<file path="config.mk">
export PLATFORM = sky130hd
export DESIGN_NAME = mux_arbiter
export DESIGN_NICKNAME = d
export VERILOG_FILES = /design/src/rtl/mux_arb_pkg.sv /design/src/rtl/mux_out_stage.sv /design/src/rtl/mux_arbiter.sv
export SDC_FILE = /design/constraint.sdc
export NUM_CORES = 1
export LEC_CHECK = 0
export ABC_AREA = 1
export CAP_MARGIN = 10
export CORE_MARGIN = 4
export CORE_UTILIZATION = 47
export CTS_BUF_LIST = sky130_fd_sc_hd__clkbuf_8
export CTS_CLUSTER_DIAMETER = 80
export DETAILED_ROUTE_END_ITERATION = 8
export PLACE_DENSITY_LB_ADDON = 0.25
export SLEW_MARGIN = 20
export SYNTH_ARGS = -nofsm -noshare
export SYNTH_HDL_FRONTEND = slang
export SYNTH_SLANG_ARGS = --single-unit
</file>
<file path="constraint.sdc">
create_clock -name clk -period 3.06 [get_ports clk]
set_input_delay 0.612 -clock clk [delete_from_list [all_inputs] [get_ports clk]]
set_output_delay 0.612 -clock clk [all_outputs]
set_load 0.1 [all_outputs]
</file>
<file path="src/rtl/mux_arb_pkg.sv">
// mux_arb_pkg: shared definitions for the two-source mux arbiter.
//   - arbiter state encoding (2 bits)
//   - mux select values for source A and source B
//   - widths of the burst counter and the optional transfer counters
package mux_arb_pkg;

  localparam int unsigned STATE_W = 2;
  localparam int unsigned BURST_W = 8;
  localparam int unsigned CNT_W   = 16;

  typedef enum logic [STATE_W-1:0] {
    IDLE    = 2'b00,
    GRANT_A = 2'b01,
    GRANT_B = 2'b10
  } arb_state_e;

  localparam logic SEL_A = 1'b0;
  localparam logic SEL_B = 1'b1;

endpackage

</file>
<file path="src/rtl/mux_out_stage.sv">
// mux_out_stage: single-entry valid/ready output register behind the mux.
// Ports:
//   clk, reset      clock, asynchronous active-high reset
//   load_i          a source word is accepted this cycle (capture data_i)
//   data_i          mux output to capture
//   out_ready_i     consumer accepts the held word
//   out_valid_o     held word present
//   out_data_o      held word
//   load_ok_o       stage can take a new word this cycle
module mux_out_stage
  import mux_arb_pkg::*;
#(
  parameter int unsigned WIDTH = 32
) (
  input  logic             clk,
  input  logic             reset,
  input  logic             load_i,
  input  logic [WIDTH-1:0] data_i,
  input  logic             out_ready_i,
  output logic             out_valid_o,
  output logic [WIDTH-1:0] out_data_o,
  output logic             load_ok_o
);

  logic             valid_q, valid_d;
  logic [WIDTH-1:0] data_q, data_d;

  // Empty, or the held word leaves on this edge.
  assign load_ok_o = !valid_q || out_ready_i;

  // A load refills the entry even if the old word drains on the same edge.
  always_comb begin
    valid_d = valid_q;
    data_d  = data_q;
    if (load_i) begin
      valid_d = 1'b1;
      data_d  = data_i;
    end else if (valid_q && out_ready_i) begin
      valid_d = 1'b0;
    end
  end

  always_ff @(posedge clk or posedge reset) begin
    if (reset) begin
      valid_q <= 1'b0;
      data_q  <= '0;
    end else begin
      valid_q <= valid_d;
      data_q  <= data_d;
    end
  end

  assign out_valid_o = valid_q;
  assign out_data_o  = data_q;

endmodule

</file>
<file path="src/rtl/mux_arbiter.sv">
// mux_arbiter: round-robin arbiter with per-grant burst limit sharing a 2:1
// datapath mux between source A (input 0) and source B (input 1), followed by
// a single-entry registered output stage.
// Ports:
//   clk, reset                 clock, asynchronous active-high reset
//   a_data/a_valid/a_ready     source A handshake
//   b_data/b_valid/b_ready     source B handshake
//   selector                   mux select (0 = A, 1 = B)
//   out_data/out_valid/out_ready  consumer handshake
// Optional (MUX_ARBITER_STATS_EN):
//   stats_clear                synchronous clear of both counters (wins over a transfer)
//   a_count, b_count           accepted-transfer counters, wrap at 2^16
module mux_arbiter
  import mux_arb_pkg::*;
#(
  parameter int unsigned WIDTH     = 32,
  parameter int unsigned MAX_BURST = 4
) (
  input  logic             clk,
  input  logic             reset,
  input  logic [WIDTH-1:0] a_data,
  input  logic             a_valid,
  output logic             a_ready,
  input  logic [WIDTH-1:0] b_data,
  input  logic             b_valid,
  output logic             b_ready,
  output logic             selector,
  output logic [WIDTH-1:0] out_data,
  output logic             out_valid,
  input  logic             out_ready
`ifdef MUX_ARBITER_STATS_EN
  ,
  input  logic             stats_clear,
  output logic [CNT_W-1:0] a_count,
  output logic [CNT_W-1:0] b_count
`endif
);

  localparam logic [BURST_W-1:0] MAX_BURST_C = BURST_W'(MAX_BURST);

  arb_state_e         state_q, state_d;
  logic               selector_q, selector_d;
  logic               last_q, last_d;
  logic [BURST_W-1:0] burst_q, burst_d;
  logic [BURST_W-1:0] burst_inc;
  logic               burst_done;
  logic               load_ok;
  logic               xfer_a, xfer_b;
  logic [WIDTH-1:0]   mux_data_c;

  // Handshake with the sources; only the granted side can see ready.
  assign a_ready    = (state_q == GRANT_A) && load_ok;
  assign b_ready    = (state_q == GRANT_B) && load_ok;
  assign xfer_a     = a_valid && a_ready;
  assign xfer_b     = b_valid && b_ready;
  assign burst_inc  = burst_q + BURST_W'(1);
  assign burst_done = (burst_inc == MAX_BURST_C);

  // Two-input datapath mux.
  assign mux_data_c = (selector_q == SEL_B) ? b_data : a_data;

  // State register.
  always_ff @(posedge clk or posedge reset) begin
    if (reset) begin
      state_q    <= IDLE;
      selector_q <= SEL_A;
      last_q     <= SEL_B;
      burst_q    <= '0;
    end else begin
      state_q    <= state_d;
      selector_q <= selector_d;
      last_q     <= last_d;
      burst_q    <= burst_d;
    end
  end

  // Next-state: a tie in IDLE goes to whoever was not served last.
  always_comb begin
    state_d = state_q;
    unique case (state_q)
      IDLE: begin
        if (a_valid && b_valid) begin
          state_d = (last_q == SEL_A) ? GRANT_B : GRANT_A;
        end else if (a_valid) begin
          state_d = GRANT_A;
        end else if (b_valid) begin
          state_d = GRANT_B;
        end
      end
      GRANT_A: begin
        if (!a_valid) begin
          state_d = IDLE;
        end else if (xfer_a && burst_done && b_valid) begin
          state_d = GRANT_B;
        end
      end
      GRANT_B: begin
        if (!b_valid) begin
          state_d = IDLE;
        end else if (xfer_b && burst_done && a_valid) begin
          state_d = GRANT_A;
        end
      end
      default: state_d = IDLE;
    endcase
  end

  // Grant bookkeeping: entering a grant loads selector/last_served and
  // restarts the burst; a burst that hits the limit without a switch restarts.
  always_comb begin
    selector_d = selector_q;
    last_d     = last_q;
    burst_d    = burst_q;
    if ((state_d != state_q) && (state_d != IDLE)) begin
      selector_d = (state_d == GRANT_B) ? SEL_B : SEL_A;
      last_d     = selector_d;
      burst_d    = '0;
    end else if ((state_d == state_q) && (xfer_a || xfer_b)) begin
      burst_d = burst_done ? '0 : burst_inc;
    end
  end

  mux_out_stage #(
    .WIDTH(WIDTH)
  ) u_out_stage (
    .clk        (clk),
    .reset      (reset),
    .load_i     (xfer_a || xfer_b),
    .data_i     (mux_data_c),
    .out_ready_i(out_ready),
    .out_valid_o(out_valid),
    .out_data_o (out_data),
    .load_ok_o  (load_ok)
  );

  assign selector = selector_q;

`ifdef MUX_ARBITER_STATS_EN
  logic [CNT_W-1:0] a_count_q, b_count_q;

  // Accepted-transfer counters; clear takes priority over a same-cycle transfer.
  always_ff @(posedge clk or posedge reset) begin
    if (reset) begin
      a_count_q <= '0;
      b_count_q <= '0;
    end else if (stats_clear) begin
      a_count_q <= '0;
      b_count_q <= '0;
    end else begin
      if (xfer_a) a_count_q <= a_count_q + CNT_W'(1);
      if (xfer_b) b_count_q <= b_count_q + CNT_W'(1);
    end
  end

  assign a_count = a_count_q;
  assign b_count = b_count_q;
`endif

endmodule

</file>
==> flow_summary.html, run 1 <==
<table>
<tr><th>Metric</th><th>Value</th></tr>
<tr><th colspan="2">STA</th></tr>
<tr><td>Relative slew slack</td><td>63.1%</td></tr>
<tr><td>Aggregate negative setup slack</td><td>0 ns</td></tr>
<tr><td>Transition time at the pin with the least slew margin</td><td>0.552 ns</td></tr>
<tr><td>Number of pins exceeding their max-slew limit in the final report</td><td>0</td></tr>
<tr><td>Crit path time final</td><td>2.13 ns</td></tr>
<tr><td>Final setup violation count</td><td>0</td></tr>
<tr><td>Final Hold Vio Count</td><td>0</td></tr>
<tr><td>Final critical-path share of the clock period</td><td>69.7%</td></tr>
<tr><td>Top achievable clock speed</td><td>469 MHz</td></tr>
<tr><td>Setup repair after global routing missed its margin</td><td>no</td></tr>
<tr><td>Post-route clock skew</td><td>0.00315 ns</td></tr>
<tr><th colspan="2">Synth</th></tr>
<tr><td>EDFF count, synth</td><td>0</td></tr>
<tr><td>Cell area after synthesis</td><td>0.00247 mm2</td></tr>
<tr><td>Area share of the largest cell type after synthesis</td><td>44.6%</td></tr>
<tr><td>Synth Flop Type</td><td>sky130_fd_sc_hd__dfrtp_1</td></tr>
<tr><td>Part of the Yosys area used for sequential elements</td><td>45.7%</td></tr>
<tr><td>Flip-flop and latch count after synthesis</td><td>45</td></tr>
<tr><td>Most repeated cell in the gate-level netlist after synthesis</td><td>sky130_fd_sc_hd__nand2_1</td></tr>
<tr><td>Yosys Warn Count</td><td>0</td></tr>
<tr><td>Synthesized netlist cell count</td><td>331</td></tr>
<tr><td>Async SR Flop Fraction</td><td>100%</td></tr>
<tr><td>Synthesized net count</td><td>401</td></tr>
<tr><td>Syn avg cell area</td><td>7.45 um2</td></tr>
<tr><td>Library cell with the largest summed area after synthesis</td><td>sky130_fd_sc_hd__dfrtp_1</td></tr>
<tr><td>Synth area leaders</td><td>sky130_fd_sc_hd__dfrtp_1 (45%), sky130_fd_sc_hd__nand2_1 (15%), sky130_fd_sc_hd__o21ai_0 (13%)</td></tr>
<tr><td>Distinct cell type count after synthesis</td><td>29</td></tr>
<tr><td>List of most frequent post-synthesis cells</td><td>sky130_fd_sc_hd__nand2_1 (99), sky130_fd_sc_hd__o21ai_0 (64), sky130_fd_sc_hd__dfrtp_1 (44), sky130_fd_sc_hd__inv_1 (44), sky130_fd_sc_hd__nand3_1 (13)</td></tr>
<tr><th colspan="2">Layout</th></tr>
<tr><td>Final net count</td><td>501</td></tr>
<tr><td>Inserted Diodes</td><td>0</td></tr>
<tr><td>Area added between synthesis and finish</td><td>44.0%</td></tr>
<tr><td>Post-Layout Cell Count</td><td>502</td></tr>
<tr><td>Filler cells</td><td>448</td></tr>
<tr><td>Share of layout cells above drive strength 1</td><td>16.2%</td></tr>
<tr><th colspan="2">Routing</th></tr>
<tr><td>DRT antenna net count</td><td>0</td></tr>
<tr><td>Count of TritonRoute iterations in the first routing pass</td><td>4</td></tr>
<tr><td>Average wire length per cell after detail routing</td><td>11.7 um</td></tr>
<tr><td>Number of DRC violations after detailed-routing iteration 0</td><td>141</td></tr>
<tr><td>Vias per cell</td><td>4.76</td></tr>
<tr><td>DRC violation count after routing</td><td>0</td></tr>
<tr><td>Vias</td><td>2389</td></tr>
<tr><td>Total wirelength of the detailed-routed design</td><td>5.86 mm</td></tr>
<tr><th colspan="2">CTS</th></tr>
<tr><td>Post-CTS setup-driven buffer insertion count</td><td>0</td></tr>
<tr><td>TritonCTS sink count</td><td>45</td></tr>
<tr><td>Count of H-tree levels built during CTS</td><td>2</td></tr>
<tr><td>Clock transition at the register clock pins on the worst setup and hold paths after CTS</td><td>0.08 ns</td></tr>
<tr><td>Hold_buf cts</td><td>0</td></tr>
<tr><td>Clock latency reported for the late side of the worst-skew pair</td><td>0.30 ns</td></tr>
<tr><td>CTS max path bufs</td><td>2</td></tr>
<tr><td>TritonCTS buffer count</td><td>5</td></tr>
<tr><td>Clock tree root driver cell</td><td>sky130_fd_sc_hd__clkbuf_8</td></tr>
<tr><td>Resized Gates After CTS</td><td>0</td></tr>
<tr><td>TritonCTS clock tree</td><td>yes</td></tr>
<tr><th colspan="2">Worst setup path</th></tr>
<tr><td>Slowest CP cell</td><td>sky130_fd_sc_hd__clkdlybuf4s50_1</td></tr>
<tr><td>FF-to-FF Start</td><td>burst_q[0]</td></tr>
<tr><td>Startpoint type of the worst setup path</td><td>primary input</td></tr>
<tr><td>Longest individual stage delay on the worst path</td><td>0.45 ns</td></tr>
<tr><td>Worst r2r path cells</td><td>12</td></tr>
<tr><td>Type of the worst setup path</td><td>primary input to output pin</td></tr>
<tr><td>Data required time of the worst path</td><td>2.45 ns</td></tr>
<tr><td>Crit. End Element</td><td>output pin</td></tr>
<tr><td>Ordered cell list for the critical path</td><td>clkdlybuf4s50_1 &gt; nor2_1 &gt; nor2_1 &gt; buf_4</td></tr>
<tr><td>Most used cell along the critical path</td><td>sky130_fd_sc_hd__nor2_1</td></tr>
<tr><td>Reg-to-Reg End</td><td>burst_q[0]</td></tr>
<tr><td>Data arrival time of the critical path</td><td>1.52 ns</td></tr>
<tr><td>Peak fanout along the critical path</td><td>3</td></tr>
<tr><td>FF-to-FF setup slack</td><td>1.02 ns</td></tr>
<tr><th colspan="2">Global route</th></tr>
<tr><td>Global-route congestion overflow total</td><td>0</td></tr>
<tr><td>Global-route wire length before repair</td><td>9.36 mm</td></tr>
<tr><td>Antenna violations before repair</td><td>0</td></tr>
<tr><td>Number of global-route vias before repair</td><td>2114</td></tr>
<tr><td>Largest net degree at the start of global routing</td><td>42</td></tr>
<tr><td>Total track usage</td><td>18.8%</td></tr>
<tr><th colspan="2">Run</th></tr>
<tr><td>Max-cap check violation count</td><td>0</td></tr>
<tr><th colspan="2">Floorplanning</th></tr>
<tr><td>IO Count</td><td>105</td></tr>
<tr><td>Die Wd</td><td>80.5 um</td></tr>
<tr><td>Site row count</td><td>26</td></tr>
<tr><td>Core box area</td><td>0.00511 mm2</td></tr>
<tr><td>Overall die height</td><td>80.5 um</td></tr>
<tr><td>Die area</td><td>0.00647 mm2</td></tr>
<tr><td>Initial Util</td><td>48.3%</td></tr>
<tr><th colspan="2">Status</th></tr>
<tr><td>Status</td><td>completed</td></tr>
<tr><th colspan="2">Place</th></tr>
<tr><td>Placed Cells</td><td>494</td></tr>
<tr><td>Port Buffers</td><td>104</td></tr>
<tr><td>Half-perimeter wire length after placement</td><td>4.66 mm</td></tr>
<tr><td>Global placement routability congestion</td><td>0.884</td></tr>
<tr><th colspan="2">Worst hold path</th></tr>
<tr><td>Worst min-delay path endpoint</td><td>last_q</td></tr>
<tr><td>Worst hold start</td><td>last_q</td></tr>
<tr><td>Hold Path Depth</td><td>2</td></tr>
<tr><td>Type of the most critical hold path</td><td>register to register</td></tr>
</table>
## how the worst max path moves through the flow
| stage | startpoint | cells after the start | to |
|---|---|---|---|
| 6_report | out_ready | 4 | a_ready |
| 2_1_floorplan | u_out_stage.out_valid_o | 3 | b_ready |
| 3_3_place_gp | a_valid | 12 | burst_q[2] |
| 5_1_grt | burst_q[1] | 12 | burst_q[0] |
| 3_5_place_dp | a_valid | 12 | burst_q[0] |
| 4_1_cts | out_ready | 4 | a_ready |
## routing by layer
metal	GRT usage, %	vias to the layer above	part of all wire, %
met4	9.63	0	1.9
li1	-	1242	-
met1	22.9	1055	42
met2	29.6	81	47
met5	0	-	0
met3	6.17	11	8.5
## cell type report
type / count / area (um2) / share of cell area, %
flip-flops and latches: 45 / 1130 / 31.8
clock buffers: 5 / 68.8 / 1.94
inverters: 48 / 180 / 5.07
multi-input cells: 222 / 1080 / 30.5
repair buffers: 109 / 988 / 27.8
well taps: 70 / 87.6 / 2.47
clock inverters: 3 / 15.0 / 0.423
## cells in the final DEF (no fill, tap or decap), types with 5 or more instances in the layout
cell type,n
sky130_fd_sc_hd__inv_2,5
sky130_fd_sc_hd__nand2_1,99
sky130_fd_sc_hd__nand2_2,7
sky130_fd_sc_hd__nand4_1,6
sky130_fd_sc_hd__clkdlybuf4s50_1,68
sky130_fd_sc_hd__inv_1,45
sky130_fd_sc_hd__nand3_1,13
sky130_fd_sc_hd__dfrtp_1,43
sky130_fd_sc_hd__clkbuf_8,5
sky130_fd_sc_hd__o21ai_0,64
sky130_fd_sc_hd__nor2_1,11
sky130_fd_sc_hd__buf_4,41
## flip-flops by register name (all words and copies together) (netlist names)
register / count
u_out_stage.out_data_o: 32
last_q: 1
u_out_stage.out_valid_o: 1
burst_q: 8
state_q: 2
selector: 1
## worst max-delay path, delay by kind of cell
family	cells	cell delay [ns]
simple gates	2	0.16
buf+inv	2	0.75
## cell families after synthesis
| logic type | synth area share [%] |
|---|---|
| AO/OA/AOI/OAI | 13.9 |
| XOR/XNOR | 1.07 |
| adder cells (fa/ha/maj) | 0.507 |
| buffers and inverters | 10.4 |
| flip-flops | 45.7 |
| AND/OR/NAND/NOR | 28.4 |
## per-stage QoR
stage | area [um2] | setup slack, ns | hold slack [ns] | util (%)
after detailed placement | 3470 | 0.730 | 0.473 | 67.9
after global placement | 3470 | 0.819 | 0.468 | 67.9
after floorplan | 2470 | 0.254 | 0.450 | -
final | 3550 | 0.927 | 0.483 | 69.5
after CTS | 3550 | 0.923 | 0.486 | 69.5
after global routing | 3550 | 0.821 | 0.498 | 69.5
Power of run 1 is left out: the tool's default activity adds up to more than one toggle a clock period on the data nets, which glitch-free logic cannot reach.
==> inputs of run 2 (changes only) <==
--- a/config.mk
+++ b/config.mk
@@ -8,7 +8,7 @@
 export ABC_AREA = 1
 export CAP_MARGIN = 10
 export CORE_MARGIN = 4
-export CORE_UTILIZATION = 47
+export CORE_UTILIZATION = 44
 export CTS_BUF_LIST = sky130_fd_sc_hd__clkbuf_8
 export CTS_CLUSTER_DIAMETER = 80
 export DETAILED_ROUTE_END_ITERATION = 8
==> constraint.sdc (replaced) <==
create_clock -name clk -period 2.1 [get_ports clk]
set_input_delay 0.42 -clock clk [delete_from_list [all_inputs] [get_ports clk]]
set_output_delay 0.42 -clock clk [all_outputs]
set_load 0.1 [all_outputs]
==> run 2 against run 1 <==
Effect of this change:
- register-to-register slack got worse by 0.84 ns
- critical path depth rose by 10
- global-route usage fell by 1.3 points
- cell count rose by 1.6%
- count of clock-buffer cells in the layout rose by 1
- wire length rose by 3.3%
- critical endpoint is now burst_q[2]
- non-clock buffer count rose by 5
- die area rose by 6.1%
- setup slack got worse by 0.74 ns
==> flow_summary.html, run 2 (synthesis gave the netlist of run 1 again) <==
<table>
<tr><th>Metric</th><th>Value</th></tr>
<tr><th colspan="2">Floorplanning</th></tr>
<tr><td>Die area</td><td>0.00687 mm2 (+6.1%)</td></tr>
<tr><td>Overall die height</td><td>82.9 um (+3.0%)</td></tr>
<tr><td>Core box area</td><td>0.00547 mm2 (+7.2%)</td></tr>
<tr><td>Site row count</td><td>27 (+3.8%)</td></tr>
<tr><td>IO Count</td><td>105 (unchanged)</td></tr>
<tr><td>Initial Util</td><td>45.1% (-3.2 points)</td></tr>
<tr><td>Die Wd</td><td>82.9 um (+3.0%)</td></tr>
<tr><th colspan="2">STA</th></tr>
<tr><td>Transition time at the pin with the least slew margin</td><td>0.431 ns (-0.121 ns)</td></tr>
<tr><td>Worst hold-check slack</td><td>0.368 ns (-0.114 ns)</td></tr>
<tr><td>Crit path time final</td><td>1.92 ns</td></tr>
<tr><td>Post-route clock skew</td><td>0.00775 ns (+0.00460 ns)</td></tr>
<tr><td>Top achievable clock speed</td><td>522 MHz</td></tr>
<tr><td>Final setup violation count</td><td>0 (unchanged)</td></tr>
<tr><td>Final Hold Vio Count</td><td>0 (unchanged)</td></tr>
<tr><td>Relative slew slack</td><td>71.3% (+8.1 points)</td></tr>
<tr><td>Final critical-path share of the clock period</td><td>91.3%</td></tr>
<tr><td>Aggregate negative setup slack</td><td>0 ns (unchanged)</td></tr>
<tr><td>Number of pins exceeding their max-slew limit in the final report</td><td>0 (unchanged)</td></tr>
<tr><th colspan="2">CTS</th></tr>
<tr><td>CTS max path bufs</td><td>2 (unchanged)</td></tr>
<tr><td>TritonCTS sink count</td><td>45 (unchanged)</td></tr>
<tr><td>TritonCTS buffer count</td><td>5 (unchanged)</td></tr>
<tr><td>Clock latency reported for the late side of the worst-skew pair</td><td>0.30 ns (about the same)</td></tr>
<tr><td>Count of H-tree levels built during CTS</td><td>2 (unchanged)</td></tr>
<tr><td>Clock tree root driver cell</td><td>sky130_fd_sc_hd__clkbuf_8</td></tr>
<tr><td>Clock transition at the register clock pins on the worst setup and hold paths after CTS</td><td>0.09 ns (about the same)</td></tr>
<tr><td>TritonCTS clock tree</td><td>yes</td></tr>
<tr><th colspan="2">Routing</th></tr>
<tr><td>DRC violation count after routing</td><td>0 (unchanged)</td></tr>
<tr><td>Average wire length per cell after detail routing</td><td>11.9 um (+1.7%)</td></tr>
<tr><td>DRT antenna net count</td><td>0 (unchanged)</td></tr>
<tr><td>Count of TritonRoute iterations in the first routing pass</td><td>4 (unchanged)</td></tr>
<tr><td>Total wirelength of the detailed-routed design</td><td>6.06 mm (+3.3%)</td></tr>
<tr><td>Vias per cell</td><td>4.68 (-1.7%)</td></tr>
<tr><td>Number of DRC violations after detailed-routing iteration 0</td><td>111 (-21%)</td></tr>
<tr><td>Vias</td><td>2385 (-0.17%)</td></tr>
<tr><th colspan="2">Worst setup path</th></tr>
<tr><td>FF-to-FF setup slack</td><td>0.18 ns (-0.84 ns)</td></tr>
<tr><td>Most used cell along the critical path</td><td>sky130_fd_sc_hd__nand2_2</td></tr>
<tr><td>Slowest CP cell</td><td>sky130_fd_sc_hd__dfrtp_1</td></tr>
<tr><td>Ordered cell list for the critical path</td><td>ha_4 &gt; nand3_2 &gt; nor2_1 &gt; nand2_1 &gt; nand2_2 &gt; nand2_2 &gt; nor2_4 &gt; nand2_2 &gt; nand2_2 &gt; nand4_4 &gt; nand3_4 &gt; nand2_4 &gt; nand2_1 &gt; nand2_1</td></tr>
<tr><td>Crit. End Element</td><td>register</td></tr>
<tr><td>Peak fanout along the critical path</td><td>7 (+4)</td></tr>
<tr><td>Longest individual stage delay on the worst path</td><td>0.42 ns (-0.03 ns)</td></tr>
<tr><td>Data arrival time of the critical path</td><td>2.11 ns (+0.59 ns)</td></tr>
<tr><td>Cell family with the largest share of critical-path delay</td><td>simple AND/OR/NAND/NOR gates</td></tr>
<tr><td>Reg-to-Reg End</td><td>burst_q[2]</td></tr>
<tr><td>Type of the worst setup path</td><td>register to register</td></tr>
<tr><td>FF-to-FF Start</td><td>burst_q[1]</td></tr>
<tr><td>WP buf/inv</td><td>0 (-2)</td></tr>
<tr><td>Startpoint type of the worst setup path</td><td>register</td></tr>
<tr><td>Worst r2r path cells</td><td>14 (+2)</td></tr>
<tr><td>Data required time of the worst path</td><td>2.30 ns (-0.15 ns)</td></tr>
<tr><th colspan="2">Worst hold path</th></tr>
<tr><td>Type of the most critical hold path</td><td>primary input to async pin</td></tr>
<tr><th colspan="2">Layout</th></tr>
<tr><td>Inserted Diodes</td><td>0 (unchanged)</td></tr>
<tr><td>Share of layout cells above drive strength 1</td><td>19.2% (+3.0 points)</td></tr>
<tr><td>Flip-flop count of the largest register after layout</td><td>32 (unchanged)</td></tr>
<tr><td>Most common cell after layout, fill and taps aside</td><td>sky130_fd_sc_hd__nand2_1</td></tr>
<tr><td>Most frequent cells in the layout</td><td>sky130_fd_sc_hd__nand2_1 (98), sky130_fd_sc_hd__clkdlybuf4s50_1 (68), sky130_fd_sc_hd__o21ai_0 (64)</td></tr>
<tr><td>Filler cells</td><td>495 (+10%)</td></tr>
<tr><td>Area added between synthesis and finish</td><td>49.9%</td></tr>
<tr><td>Post-Layout Cell Count</td><td>510 (+1.6%)</td></tr>
<tr><td>Final net count</td><td>507 (+1.2%)</td></tr>
<tr><th colspan="2">Place</th></tr>
<tr><td>Port Buffers</td><td>104 (unchanged)</td></tr>
<tr><td>Placed Cells</td><td>500 (+1.2%)</td></tr>
<tr><td>Global placement routability congestion</td><td>0.790 (-11%)</td></tr>
<tr><td>Half-perimeter wire length after placement</td><td>4.77 mm (+2.4%)</td></tr>
<tr><th colspan="2">Global route</th></tr>
<tr><td>Antenna violations before repair</td><td>0 (unchanged)</td></tr>
<tr><td>Met3 track demand over resource</td><td>6.85% (+0.68 points)</td></tr>
<tr><td>Number of global-route vias before repair</td><td>2150 (+1.7%)</td></tr>
<tr><td>Global-route wire length before repair</td><td>9.81 mm (+4.9%)</td></tr>
<tr><td>Global-route congestion overflow total</td><td>0 (unchanged)</td></tr>
<tr><td>Largest net degree at the start of global routing</td><td>66 (+57%)</td></tr>
<tr><td>Met1 track utilization from global routing</td><td>20.7% (-2.2 points)</td></tr>
<tr><td>GR Layer Usage met2</td><td>28.7% (-0.84 points)</td></tr>
<tr><td>Total track usage</td><td>17.5% (-1.3 points)</td></tr>
<tr><td>Busiest layer in global routing</td><td>met2</td></tr>
<tr><th colspan="2">Status</th></tr>
<tr><td>Status</td><td>completed</td></tr>
<tr><th colspan="2">Run</th></tr>
<tr><td>Max-cap check violation count</td><td>0 (unchanged)</td></tr>
</table>
-- run 2: cell count changes in the layout (fill, tap and decap cells not counted), moves of 2 or more --
cell,change
sky130_fd_sc_hd__nor2_2,+2
sky130_fd_sc_hd__nor2_1,-2
sky130_fd_sc_hd__dfrtp_2,+2
sky130_fd_sc_hd__dfrtp_1,-2
sky130_fd_sc_hd__inv_1,-2
sky130_fd_sc_hd__buf_12,+5
-- run 2: worst max path at each step --
stage                            start  slack (ns)  cells past startpoint    endpoint
6_report                    burst_q[1]        0.18                     14  burst_q[2]
3_3_place_gp                   a_valid        0.10                     12  burst_q[2]
3_5_place_dp                   b_valid        0.03                     12  burst_q[2]
4_1_cts                     burst_q[0]        0.05                     14  burst_q[2]
5_1_grt                     burst_q[1]       -0.01                     14  burst_q[1]
2_1_floorplan  u_out_stage.out_valid_o        0.11                      3     b_ready
-- run 2: area by class of cell --
type / instances / area [um2] / area share, %
Timing Repair Buffer: 114 / 1090 / 29.4
Sequential cell: 45 / 1130 / 30.6
Clock inverter: 2 / 13.8 / 0.372
Inverter: 48 / 180 / 4.87
Tap cell: 72 / 90.1 / 2.43
Multi-Input combinational cell: 223 / 1110 / 30.1
Clock buffer: 6 / 82.6 / 2.23
-- run 2: routing by layer --
layer	up-vias	share of wire [%]
met5	-	0
met1	1039	41
met2	78	48
met4	0	2.6
met3	13	8.5
li1	1255	-
-- run 2: worst reg2reg max path: stages (launching register included) --
cell and delay (ns):
sky130_fd_sc_hd__dfrtp_1 0.42, sky130_fd_sc_hd__ha_4 0.18, sky130_fd_sc_hd__nand3_2 0.10, sky130_fd_sc_hd__nor2_1 0.11
sky130_fd_sc_hd__nand2_1 0.07, sky130_fd_sc_hd__nand2_2 0.11, sky130_fd_sc_hd__nand2_2 0.07, sky130_fd_sc_hd__nor2_4 0.11
sky130_fd_sc_hd__nand2_2 0.07, sky130_fd_sc_hd__nand2_2 0.09, sky130_fd_sc_hd__nand4_4 0.14, sky130_fd_sc_hd__nand3_4 0.16
sky130_fd_sc_hd__nand2_4 0.06, sky130_fd_sc_hd__nand2_1 0.07, sky130_fd_sc_hd__nand2_1 0.04
-- run 2: repair_timing --
action | CTS | global route
endpoints found under the setup margin | 0 | 8
hold buffers | 0 | 0
hold endpoints to repair | 0 | 0
buffers inserted | 0 | 1
resized for setup | 0 | 4
-- run 2: stage by stage --
stage | instance area (um2) | utilization (%) | worst slack (ns)
6_report | 3700 | 67.6 | 0.183
5_1_grt | 3700 | 67.6 | -0.0133
4_1_cts | 3670 | 67.0 | 0.0503
3_5_place_dp | 3570 | 65.2 | 0.0318
3_3_place_gp | 3570 | 65.2 | 0.105
2_1_floorplan | 2470 | - | 0.107
Power of run 2 is left out for the same reason.
==> inputs of run 3 (changes only) <==
--- a/config.mk
+++ b/config.mk
@@ -5,10 +5,9 @@
 export SDC_FILE = /design/constraint.sdc
 export NUM_CORES = 1
 export LEC_CHECK = 0
-export ABC_AREA = 1
 export CAP_MARGIN = 10
 export CORE_MARGIN = 4
-export CORE_UTILIZATION = 44
+export CORE_UTILIZATION = 43
 export CTS_BUF_LIST = sky130_fd_sc_hd__clkbuf_8
 export CTS_CLUSTER_DIAMETER = 80
 export DETAILED_ROUTE_END_ITERATION = 8
==> constraint.sdc (replaced) <==
create_clock -name clk -period 2 [get_ports clk]
set_input_delay 0.4 -clock clk [delete_from_list [all_inputs] [get_ports clk]]
set_output_delay 0.4 -clock clk [all_outputs]
set_load 0.1 [all_outputs]
==> run 3 against run 2 <==
Effect of this change:
- setup slack worse by 0.060 ns
- wire length up 1.5%
- design area down 4.2%
- cell count down 21%
- worst hold slack better by 0.064 ns
- count of clock-buffer cells in the layout unchanged
- synthesized area down 6.3%
==> flow_summary.html, run 3 <==
<table>
<tr><th>Metric</th><th>Value</th></tr>
<tr><th colspan="2">Layout</th></tr>
<tr><td>Most frequent cells in the layout</td><td>sky130_fd_sc_hd__clkdlybuf4s50_1 (68), sky130_fd_sc_hd__dfrtp_1 (42), sky130_fd_sc_hd__buf_4 (36)</td></tr>
<tr><td>Post-Layout Cell Count</td><td>405 (-21%)</td></tr>
<tr><td>Area added between synthesis and finish</td><td>53.2%</td></tr>
<tr><td>Most common cell after layout, fill and taps aside</td><td>sky130_fd_sc_hd__clkdlybuf4s50_1</td></tr>
<tr><td>Share of layout cells above drive strength 1</td><td>19.4% (+0.22 points)</td></tr>
<tr><td>Flip-flop count of the largest register after layout</td><td>32 (unchanged)</td></tr>
<tr><td>Inserted Diodes</td><td>0 (unchanged)</td></tr>
<tr><td>Final net count</td><td>404 (-20%)</td></tr>
<tr><th colspan="2">Floorplanning</th></tr>
<tr><td>IO Count</td><td>105 (unchanged)</td></tr>
<tr><td>Core box area</td><td>0.00517 mm2 (-5.5%)</td></tr>
<tr><td>Die area</td><td>0.00661 mm2 (-3.7%)</td></tr>
<tr><td>Site row count</td><td>26 (-3.7%)</td></tr>
<tr><td>Overall die height</td><td>81.3 um (-1.9%)</td></tr>
<tr><td>Initial Util</td><td>44.7% (-0.38 points)</td></tr>
<tr><td>Die Wd</td><td>81.3 um (-1.9%)</td></tr>
<tr><th colspan="2">Synth</th></tr>
<tr><td>Synthesized netlist cell count</td><td>230 (-31%)</td></tr>
<tr><td>Yosys Warn Count</td><td>0 (unchanged)</td></tr>
<tr><td>Async SR Flop Fraction</td><td>100% (unchanged)</td></tr>
<tr><td>Most repeated cell in the gate-level netlist after synthesis</td><td>sky130_fd_sc_hd__dfrtp_1</td></tr>
<tr><td>Library cell with the largest summed area after synthesis</td><td>sky130_fd_sc_hd__dfrtp_1</td></tr>
<tr><td>Part of the Yosys area used for sequential elements</td><td>48.8% (+3.1 points)</td></tr>
<tr><td>Synthesized net count</td><td>300 (-25%)</td></tr>
<tr><td>Cell area after synthesis</td><td>0.00231 mm2 (-6.3%)</td></tr>
<tr><td>Area share of the largest cell type after synthesis</td><td>47.6% (+3.0 points)</td></tr>
<tr><td>Synth Flop Type</td><td>sky130_fd_sc_hd__dfrtp_1</td></tr>
<tr><td>List of most frequent post-synthesis cells</td><td>sky130_fd_sc_hd__dfrtp_1 (44), sky130_fd_sc_hd__a21oi_1 (35), sky130_fd_sc_hd__nor2_1 (35)</td></tr>
<tr><td>Syn avg cell area</td><td>10.1 um2 (+35%)</td></tr>
<tr><td>Flip-flop and latch count after synthesis</td><td>45 (unchanged)</td></tr>
<tr><td>Synth area leaders</td><td>sky130_fd_sc_hd__dfrtp_1 (48%), sky130_fd_sc_hd__mux2i_1 (14%), sky130_fd_sc_hd__a21oi_1 (7.6%)</td></tr>
<tr><td>Distinct cell type count after synthesis</td><td>41 (+41%)</td></tr>
<tr><td>EDFF count, synth</td><td>0 (unchanged)</td></tr>
<tr><th colspan="2">Status</th></tr>
<tr><td>Status</td><td>completed</td></tr>
<tr><th colspan="2">STA</th></tr>
<tr><td>Transition time at the pin with the least slew margin</td><td>0.471 ns (+0.0405 ns)</td></tr>
<tr><td>Number of pins exceeding their max-slew limit in the final report</td><td>0 (unchanged)</td></tr>
<tr><td>Final critical-path share of the clock period</td><td>93.8%</td></tr>
<tr><td>Crit path time final</td><td>1.88 ns</td></tr>
<tr><td>Least setup slack across all paths after layout</td><td>0.123 ns (-0.0600 ns)</td></tr>
<tr><td>Post-route clock skew</td><td>0.0132 ns (+0.00541 ns)</td></tr>
<tr><td>Setup repair after global routing missed its margin</td><td>no</td></tr>
<tr><td>Aggregate negative setup slack</td><td>0 ns (unchanged)</td></tr>
<tr><td>Relative slew slack</td><td>68.5% (-2.7 points)</td></tr>
<tr><td>Final Hold Vio Count</td><td>0 (unchanged)</td></tr>
<tr><td>Final setup violation count</td><td>0 (unchanged)</td></tr>
<tr><td>Top achievable clock speed</td><td>533 MHz</td></tr>
<tr><th colspan="2">Place</th></tr>
<tr><td>Worst slack after detailed placement</td><td>0.0122 ns (-0.0196 ns)</td></tr>
<tr><td>Half-perimeter wire length after placement</td><td>4.87 mm (+2.1%)</td></tr>
<tr><td>Placed Cells</td><td>397 (-21%)</td></tr>
<tr><td>Global placement routability congestion</td><td>0.892 (+13%)</td></tr>
<tr><td>Port Buffers</td><td>104 (unchanged)</td></tr>
<tr><th colspan="2">Worst setup path</th></tr>
<tr><td>Startpoint type of the worst setup path</td><td>primary input</td></tr>
<tr><td>End point of the critical path</td><td>a_ready</td></tr>
<tr><td>Slowest CP cell</td><td>sky130_fd_sc_hd__clkdlybuf4s50_1</td></tr>
<tr><td>Data arrival time of the critical path</td><td>1.48 ns (-0.63 ns)</td></tr>
<tr><td>Data required time of the worst path</td><td>1.60 ns (-0.70 ns)</td></tr>
<tr><td>FF-to-FF setup slack</td><td>0.19 ns (about the same)</td></tr>
<tr><td>Ordered cell list for the critical path</td><td>clkdlybuf4s50_1 &gt; nor2b_4 &gt; nor3_4 &gt; buf_12</td></tr>
<tr><td>Crit. End Element</td><td>output pin</td></tr>
<tr><td>Worst r2r path cells</td><td>5 (-9)</td></tr>
<tr><td>Launch point of the worst path</td><td>out_ready</td></tr>
<tr><td>Longest individual stage delay on the worst path</td><td>0.55 ns (+0.13 ns)</td></tr>
<tr><td>Type of the worst setup path</td><td>primary input to output pin</td></tr>
<tr><td>FF-to-FF Start</td><td>burst_q[0]</td></tr>
<tr><td>Peak fanout along the critical path</td><td>5 (-2)</td></tr>
<tr><td>Reg-to-Reg End</td><td>state_q[0]</td></tr>
<tr><th colspan="2">Routing</th></tr>
<tr><td>Count of TritonRoute iterations in the first routing pass</td><td>5 (+1)</td></tr>
<tr><td>Total wirelength of the detailed-routed design</td><td>6.14 mm (+1.5%)</td></tr>
<tr><td>Vias per cell</td><td>5.22 (+12%)</td></tr>
<tr><td>Average wire length per cell after detail routing</td><td>15.2 um (+28%)</td></tr>
<tr><td>DRT antenna net count</td><td>0 (unchanged)</td></tr>
<tr><td>Vias</td><td>2113 (-11%)</td></tr>
<tr><td>DRC violation count after routing</td><td>0 (unchanged)</td></tr>
<tr><td>Number of DRC violations after detailed-routing iteration 0</td><td>118 (+6.3%)</td></tr>
<tr><th colspan="2">Worst hold path</th></tr>
<tr><td>Type of the most critical hold path</td><td>primary input to async pin</td></tr>
<tr><th colspan="2">CTS</th></tr>
<tr><td>TritonCTS sink count</td><td>45 (unchanged)</td></tr>
<tr><td>CTS max path bufs</td><td>2 (unchanged)</td></tr>
<tr><td>Clock tree root driver cell</td><td>sky130_fd_sc_hd__clkbuf_8</td></tr>
<tr><td>TritonCTS buffer count</td><td>5 (unchanged)</td></tr>
<tr><td>Clock transition at the register clock pins on the worst setup and hold paths after CTS</td><td>0.09 ns (about the same)</td></tr>
<tr><td>Hold_buf cts</td><td>0 (unchanged)</td></tr>
<tr><td>Resized Gates After CTS</td><td>0 (unchanged)</td></tr>
<tr><td>Clock latency reported for the late side of the worst-skew pair</td><td>0.29 ns (about the same)</td></tr>
<tr><td>Post-CTS setup-driven buffer insertion count</td><td>0 (unchanged)</td></tr>
<tr><td>Count of H-tree levels built during CTS</td><td>2 (unchanged)</td></tr>
<tr><td>TritonCTS clock tree</td><td>yes</td></tr>
<tr><th colspan="2">Global route</th></tr>
<tr><td>Global-route congestion overflow total</td><td>0 (unchanged)</td></tr>
<tr><td>Largest net degree at the start of global routing</td><td>46 (-30%)</td></tr>
<tr><td>Number of global-route vias before repair</td><td>2077 (-3.4%)</td></tr>
<tr><td>Total track usage</td><td>18.2% (+0.72 points)</td></tr>
<tr><td>Global-route wire length before repair</td><td>9.43 mm (-3.9%)</td></tr>
<tr><td>Antenna violations before repair</td><td>0 (unchanged)</td></tr>
<tr><th colspan="2">Pwr</th></tr>
<tr><td>Total Power</td><td>6.55 mW</td></tr>
<tr><td>Worst vdd ir</td><td>1.13 mV</td></tr>
<tr><td>Leakage</td><td>1.51 nW</td></tr>
<tr><td>Power density cells</td><td>1850 mW/mm2</td></tr>
<tr><th colspan="2">Run</th></tr>
<tr><td>Max-cap check violation count</td><td>0 (unchanged)</td></tr>
</table>
run 3: cell count changes after synthesis, moves of 9 or more:
cell | previous run | this run
sky130_fd_sc_hd__o21ai_0 | 64 | 5
sky130_fd_sc_hd__a21oi_1 | 0 | 35
sky130_fd_sc_hd__inv_1 | 44 | 10
sky130_fd_sc_hd__nor2_1 | 11 | 35
sky130_fd_sc_hd__nand2_1 | 99 | 7
sky130_fd_sc_hd__mux2i_1 | 0 | 32
sky130_fd_sc_hd__clkbuf_1 | 10 | 1
run 3: cell families after synthesis:
family,count (synthesis),share of synthesized area (%)
muxes,32,13.9
AOI/OAI and AO/OA,59,16.3
adders and majority gates,1,0.541
DFF,45,48.8
and+or+nand+nor,68,15.6
xor gates and xnor gates,1,0.379
buffers and inverters,24,4.60
run 3: worst min-delay path by stage:
stage                     startpoint         end  slack, ns  cells after the start
after floorplan               last_q      last_q       0.48                      2
after detailed placement      last_q      last_q       0.52                      2
final                          reset  burst_q[7]       0.43                      2
after global routing           reset  burst_q[7]       0.45                      2
after global placement        last_q      last_q       0.50                      2
after CTS                      reset  burst_q[0]       0.45                      2
run 3: cell type report:
class	instances	area [um2]
Sequential cell	45	1130
Inverter	10	37.5
Fill cell	399	1630
Multi-Input combinational cell	161	1100
Timing Repair Buffer	111	1090
Tap cell	70	87.6
Clock inverter	2	7.51
Clock buffer	6	82.6
run 3: critical path, delay by kind of cell:
family	cells	cell delay [ns]
buf+inv	2	0.75
simple gates	2	0.32
run 3: metal layers:
metal  global-route usage (%)  part of all wire, %  vias up
met3                     4.32                  7.3        8
li1                         -                    -     1026
met5                        0                    0        -
met1                     22.0                   41     1000
met2                     31.6                   51       79
met4                     6.08                 0.83        0
run 3: power by group:
group	internal, mW	switching [mW]	leakage [nW]
registers	1.29	0.303	0.520
logic	1.12	3.29	0.937
clock network	0.272	0.281	0.0538
total	2.68	3.87	1.51
run 3: stage by stage:
stage / util, % / hold slack (ns) / instance area, um2
2_1_floorplan: - / 0.478 / 2340
3_3_place_gp: 66.8 / 0.497 / 3450
3_5_place_dp: 66.8 / 0.516 / 3450
4_1_cts: 68.5 / 0.449 / 3540
5_1_grt: 68.5 / 0.451 / 3540
6_report: 68.5 / 0.433 / 3540
No activity file was read; power rests on OpenSTA's default activity.
